<file path="src/rtl/cpu_pkg.sv">
// Shared CPU types and constants: reset PC, flush NOP word and the next-PC select encoding.
package cpu_pkg;

  localparam logic [31:0] RESET_PC_DEFAULT = 32'h0000_3000;
  localparam logic [31:0] NOP_INSTR        = 32'h0000_0000;

  typedef enum logic [1:0] {
    NPC_SEQ = 2'd0,
    NPC_BR  = 2'd1,
    NPC_J   = 2'd2,
    NPC_JR  = 2'd3
  } npc_sel_t;

  function automatic logic is_misaligned(input logic [31:0] addr);
    return addr[1:0] != 2'b00;
  endfunction

endpackage

</file>
<file path="src/rtl/npc_calc.sv">
// Combinational next-PC select: branch/j/jr targets with priority jr > j > branch.
// Zero latency; no state, so no backpressure of its own.
module npc_calc
  import cpu_pkg::*;
(
  input  logic [31:0] pc,
  input  logic        branch,
  input  logic        is_j,
  input  logic        is_jr,
  input  logic [15:0] id_imm16,
  input  logic [25:0] id_instr_index,
  input  logic [31:0] id_pc_plus4,
  input  logic [31:0] jr_target,
  output logic [31:0] pc_plus4,
  output logic [31:0] next_pc,
  output npc_sel_t    npc_sel
);

  logic [31:0] br_target;
  logic [31:0] j_target;

  assign pc_plus4  = pc + 32'd4;
  assign br_target = id_pc_plus4 + {{14{id_imm16[15]}}, id_imm16, 2'b00};
  assign j_target  = {id_pc_plus4[31:28], id_instr_index, 2'b00};

  always_comb begin
    npc_sel = NPC_SEQ;
    if (is_jr)       npc_sel = NPC_JR;
    else if (is_j)   npc_sel = NPC_J;
    else if (branch) npc_sel = NPC_BR;
  end

  always_comb begin
    next_pc = pc_plus4;
    case (npc_sel)
      NPC_BR:  next_pc = br_target;
      NPC_J:   next_pc = j_target;
      NPC_JR:  next_pc = jr_target;
      default: next_pc = pc_plus4;
    endcase
  end

endmodule

</file>
<file path="src/rtl/if_pc_fetch.sv">
// Fetch stage: PC register + IF/ID register; redirect lands on IMAddr next cycle, 1 bubble (0 with IF_DELAY_SLOT_EN).
// Stall freezes PC, IF/ID and FetchErr; a redirect seen during stall is dropped and must be re-presented.
module if_pc_fetch
  import cpu_pkg::*;
#(
  parameter logic [31:0] RESET_PC  = cpu_pkg::RESET_PC_DEFAULT,
  parameter logic [31:0] NOP_INSTR = cpu_pkg::NOP_INSTR
) (
  input  logic        clk,
  input  logic        rst,
  input  logic        Stall,
  input  logic        Branch,
  input  logic        IsJ,
  input  logic        IsJr,
  input  logic [15:0] IDImm16,
  input  logic [25:0] IDInstrIndex,
  input  logic [31:0] IDPCPlus4,
  input  logic [31:0] JrTarget,
  input  logic [31:0] IMData,
  output logic [31:0] IMAddr,
  output logic [31:0] IFIDInstr,
  output logic [31:0] IFIDPCPlus4,
  output logic        IFIDValid,
  output logic        FetchErr
);

  logic [31:0] pc;
  logic [31:0] pc_plus4;
  logic [31:0] next_pc;
  npc_sel_t    npc_sel;
  logic        redirect;

  npc_calc u_npc_calc (
    .pc             (pc),
    .branch         (Branch),
    .is_j           (IsJ),
    .is_jr          (IsJr),
    .id_imm16       (IDImm16),
    .id_instr_index (IDInstrIndex),
    .id_pc_plus4    (IDPCPlus4),
    .jr_target      (JrTarget),
    .pc_plus4       (pc_plus4),
    .next_pc        (next_pc),
    .npc_sel        (npc_sel)
  );

  assign redirect = (npc_sel != NPC_SEQ);
  assign IMAddr   = pc;

  always_ff @(posedge clk or posedge rst) begin
    if (rst) begin
      pc          <= RESET_PC;
      IFIDInstr   <= NOP_INSTR;
      IFIDPCPlus4 <= 32'd0;
      IFIDValid   <= 1'b0;
      FetchErr    <= 1'b0;
    end else if (!Stall) begin
      pc <= next_pc;
      if (redirect && is_misaligned(next_pc)) FetchErr <= 1'b1;
`ifdef IF_DELAY_SLOT_EN
      // Delay slot: the word already fetched behind a redirect still executes.
      IFIDInstr   <= IMData;
      IFIDPCPlus4 <= pc_plus4;
      IFIDValid   <= 1'b1;
`else
      if (redirect) begin
        IFIDInstr   <= NOP_INSTR;
        IFIDPCPlus4 <= 32'd0;
        IFIDValid   <= 1'b0;
      end else begin
        IFIDInstr   <= IMData;
        IFIDPCPlus4 <= pc_plus4;
        IFIDValid   <= 1'b1;
      end
`endif
    end
  end

endmodule

</file>
<file path="config.mk">
export PLATFORM = sky130hd
export DESIGN_NAME = if_pc_fetch
export DESIGN_NICKNAME = d
export VERILOG_FILES = /design/src/rtl/cpu_pkg.sv /design/src/rtl/npc_calc.sv /design/src/rtl/if_pc_fetch.sv
export SDC_FILE = /design/constraint.sdc
export NUM_CORES = 1
export LEC_CHECK = 0
export CAP_MARGIN = 20
export CORE_ASPECT_RATIO = 0.7
export CORE_MARGIN = 4
export CORE_UTILIZATION = 30
export DETAILED_ROUTE_END_ITERATION = 8
export GPL_ROUTABILITY_DRIVEN = 0
export GPL_TIMING_DRIVEN = 0
export PLACE_DENSITY_LB_ADDON = 0.08
export SETUP_SLACK_MARGIN = 0.02
export SLEW_MARGIN = 30
export SYNTH_ARGS = -nofsm -noshare
export SYNTH_HDL_FRONTEND = slang
export SYNTH_SLANG_ARGS = --single-unit
</file>
<file path="constraint.sdc">
create_clock -name clk -period 2.8 [get_ports clk]
set_input_delay 0.42 -clock clk [delete_from_list [all_inputs] [get_ports clk]]
set_output_delay 0.42 -clock clk [all_outputs]
set_load 0.03 [all_outputs]
</file>
==> results.md <==
- 0 antenna diodes ended up in the layout.
- The CTS tree is yes.
- Buffers inserted to repair hold after CTS numbered 0.
- Setup repair after global routing could not meet its margin everywhere.
- The number of antenna violations at the first check in global routing was 1.
- The DRC violation count after routing is 0.
- In this run switching power makes up 36.59% of total power.
- The ratio of total power to cell area is 444.8 mW/mm^2.
- The aggregate global routing overflow is 0.
- Once the floorplan was initialized, standard cells occupied between 30% and 40% of the core.
- The flow ran to the end, and the final reports show no timing, DRC or antenna violations.
- Combinational cells account for 35.7% of the total power.
- After filler insertion, the fill cell instance count of the layout stands at 2204.
- The number of warnings reported in the yosys synthesis log is 0.
- The final number of setup-violating endpoints is 0.
- The net count of the finished layout is 1260.
- The average instance area after synthesis is 8.215 um^2.
- The final critical delay including setup and external delays is 2.753 ns.
- Summed over all nets, the half-perimeter wirelength after detailed placement is 22350 um.
- From left edge to right edge, the die measures 187.7 um.
- The worst register-to-register path begins at IMAddr[4]$_DFFE_PP0N_.
- The clock tree synthesis step divided the H-tree into 3 levels.
- The floorplan step set the die height to 133.8 um.
- In the final layout, the share of cells above drive strength 1 is 8.440%.
- The most frequent standard cell in the layout excluding fill and tap cells is clkdlybuf4s50_1.
- Global routing used 21.58% of the available tracks.
- The worst setup path is launched from an input pin.
- The hold violation count in the final report was 0.
- The count of distinct cell types in the synthesized netlist is 65.
- The total design power is about 4.5 mW.
- The number of synthesized register bits is 98.
- The fraction of the core area covered by cells at the end of the flow is a little under half.
- At the worst endpoint, the arrival time is slightly below 3 ns.
- The top cell types in the final layout, fill and taps aside, are clkdlybuf4s50_1, nand2_1, o21ai_0.
- For the pin with the worst max-slew slack, the measured transition is 0.8119 ns.
- In this run the cell area of the synthesized design comes to 0.006778 mm^2.
- The synthesized netlist cell count is 825.
- The synthesized design contains 0 enable-type register cells.
- The clock latency on the worst-skew pair is 0.35 ns.
- The internal power consumption is between 2 and 3 mW.
- The number of cells on the worst reg-to-reg path is 7.
- The total of buffers placed on input and output ports is 240.
- The critical path capture point type is a flip-flop.
- The final routed wire length divided by cell count is 20.78 um.
- The total I/O pin count is about 240.
- The largest clock skew in the final design is 0.01050 ns.
- The core footprint is 0.02196 mm^2.
- After layout, the worst setup slack is 0.04735 ns.
- The first detailed-routing pass ran for 7 iterations.
- The first global-routing pass estimated 42260 um of wire.
- The total detailed-routing wirelength is 28510 um.
- In this run the worst setup path terminates at IMAddr[23]$_DFFE_PP0N_.
- The clock passes through at most 2 buffers.
- The routed via count is about 7.4k.
- The min-delay analysis places its worst path in the category in2async.
- The proportion of register bits with asynchronous set or reset after synthesis is 100.0%.
- The cell chosen for the clock root is clkbuf_16.
- The clock share of power is approximately 28%.
- Using the TritonRoute via totals, the vias-per-cell ratio works out to 5.391.
- The via count of the first global-routing pass is between 6k and 7k.
- The worst setup path is of the in2reg kind.
- The fraction of the cycle the final worst path needs is 98.31%.
- After clock tree synthesis, the clock-pin slew on the worst setup and hold paths is 0.08 ns.
- The die area is 0.02510 mm^2.
- The post-route worst hold slack is approximately 0.36 ns.
- The sequential-to-total area share from yosys stat is 36.22%.
- The initialized floorplan defines 45 standard-cell rows.
- The analysis attributes to net switching a power of 1.646 mW.
- The post-synthesis net count is 1000.
- The commonest register cell after synthesis is dfrtp_1.
- The worst relative slew slack is between 40% and 50%.
- The count of final max-slew check failures is 0.
- The number of nets with antenna violations after detailed routing is 0.
- Timing would allow up to 0.3633 GHz.
- Entering global routing, the biggest net connects 28 pins.
- The area overhead of the layout relative to synthesis is 49.21%.
- The pre-CTS setup slack is -0.9843 ns.
- The max-capacitance violation count is 0.
- The highest net fanout along the worst path is 7.
- The detailed router's first-iteration violation count is 694.
- In this run the worst setup path begins at IDImm16[12].
- The required time at the worst-slack endpoint is 3.00 ns.
- Summed over all failing endpoints, the final setup total negative slack is 0 ns.
- TritonCTS created 9 clock buffers.
- The tree built by TritonCTS fans out to 98 sinks.
- Across the VDD grid, the largest voltage drop is 0.3009 mV.
- Sequential cells account for 36.8% of the total power.
- The critical register-to-register path endpoint is IMAddr[29]$_DFFE_PP0N_.
- The worst-case register-to-register setup slack is ~0.12 ns.
- The leakage power is 4.054 nW.
-- routing by layer --
layer  part of all wire (%)  track usage, %  up-vias  wire length, um
met1                     48           32.81     3507            13760
met5                  0.025               0        -                7
li1                       -               -     3513                -
met3                    9.2           5.526       21             2637
met4                   0.76           2.893        2              218
met2                     42           31.40      353            11890
-- flip-flops by register name (all words and copies together), names as in the netlist --
signal / count
FetchErr: 1
IMAddr: 32
IFIDValid: 1
IFIDPCPlus4: 32
IFIDInstr: 32
-- cell usage after synthesis (9+ instances only) --
cell      count  area (um^2)
a211oi_1     10        75.07
a21o_1       16        120.1
a21oi_1      58        290.3
a221oi_1     11        96.34
a222oi_1     11        110.1
a31oi_1       9        56.30
and3_1        9        56.30
clkbuf_1     42        157.7
dfrtp_1      96         2402
ha_1         30        375.4
inv_1        19        71.32
nand2_1     146        548.0
nand3_1      20        100.1
nor2_1       56        210.2
nor3_1       15        75.07
o211ai_1      9        67.56
o21ai_0     103        515.5
o21bai_1     10        75.07
o221ai_1     10        87.58
xnor2_1      35        306.5
xor2_1       17        148.9
-- worst min-delay path by stage --
| stage | to | cells after the start |
|---|---|---|
| floorplan | IFIDInstr[0]$_DFFE_PP0N_ | 2 |
| global placement | FetchErr$_DFFE_PP0P_ | 1 |
| detailed placement | FetchErr$_DFFE_PP0P_ | 1 |
| CTS | IFIDInstr[26]$_DFFE_PP0N_ | 2 |
| global route | IFIDInstr[26]$_DFFE_PP0N_ | 2 |
| finish | IFIDInstr[26]$_DFFE_PP0N_ | 2 |
-- cell families (layout without fill, tap and decap cells) --
logic type	count (synthesis)	after routing	share of synthesized area, %
buf+inv	78	343	5.556
fa+ha+maj	31	31	5.833
flops	98	98	36.22
xor+xnor	52	52	6.719
simple gates	276	276	18.31
compound gates	290	290	27.36
-- critical path: stages --
cell,delay (ns)
clkdlybuf4s50_1,0.41
ha_1,0.30
buf_6,0.15
a21oi_4,0.17
o21ai_0,0.21
a221oi_1,0.32
nor2_1,0.09
a41oi_2,0.28
and2_2,0.22
xor2_1,0.23
o221ai_1,0.15
-- what timing repair did --
| item | 4_1_cts | 5_1_grt |
|---|---|---|
| pin swaps | 10 | 26 |
| setup buffers | 2 | 8 |
| gates resized for setup | 25 | 28 |
| setup endpoints to repair | 59 | 45 |
-- power groups by stage --
stage / clock (mW) / sequential (mW) / combinational (mW)
6_report: 1.24 / 1.66 / 1.60
5_1_grt: 1.33 / 1.67 / 1.72
2_1_floorplan: 0 / 1.84 / 0.658
3_5_place_dp: 0 / 1.68 / 1.54
3_3_place_gp: 0 / 1.68 / 1.53
4_1_cts: 1.27 / 1.65 / 1.57
-- per-stage QoR --
step	instances	area [um^2]
floorplan	825	6782
global placement	1347	9537
detailed placement	1351	9624
CTS	1368	9970
global route	1372	10110
finish	1372	10110
-- area by class of cell --
cell class              count  area [um^2]  share of cell area, %
repair buffers            254         2570                  25.41
clock inverters             7        60.06                 0.5938
plain buffers              54        296.5                  2.932
multi-input cells         649         4079                  40.33
inverters                  19        75.07                 0.7423
well taps                 282        352.8                  3.489
flip-flops and latches     98         2455                  24.27
clock buffers               9        225.2                  2.227
No activity file was read; power rests on OpenSTA's default activity.
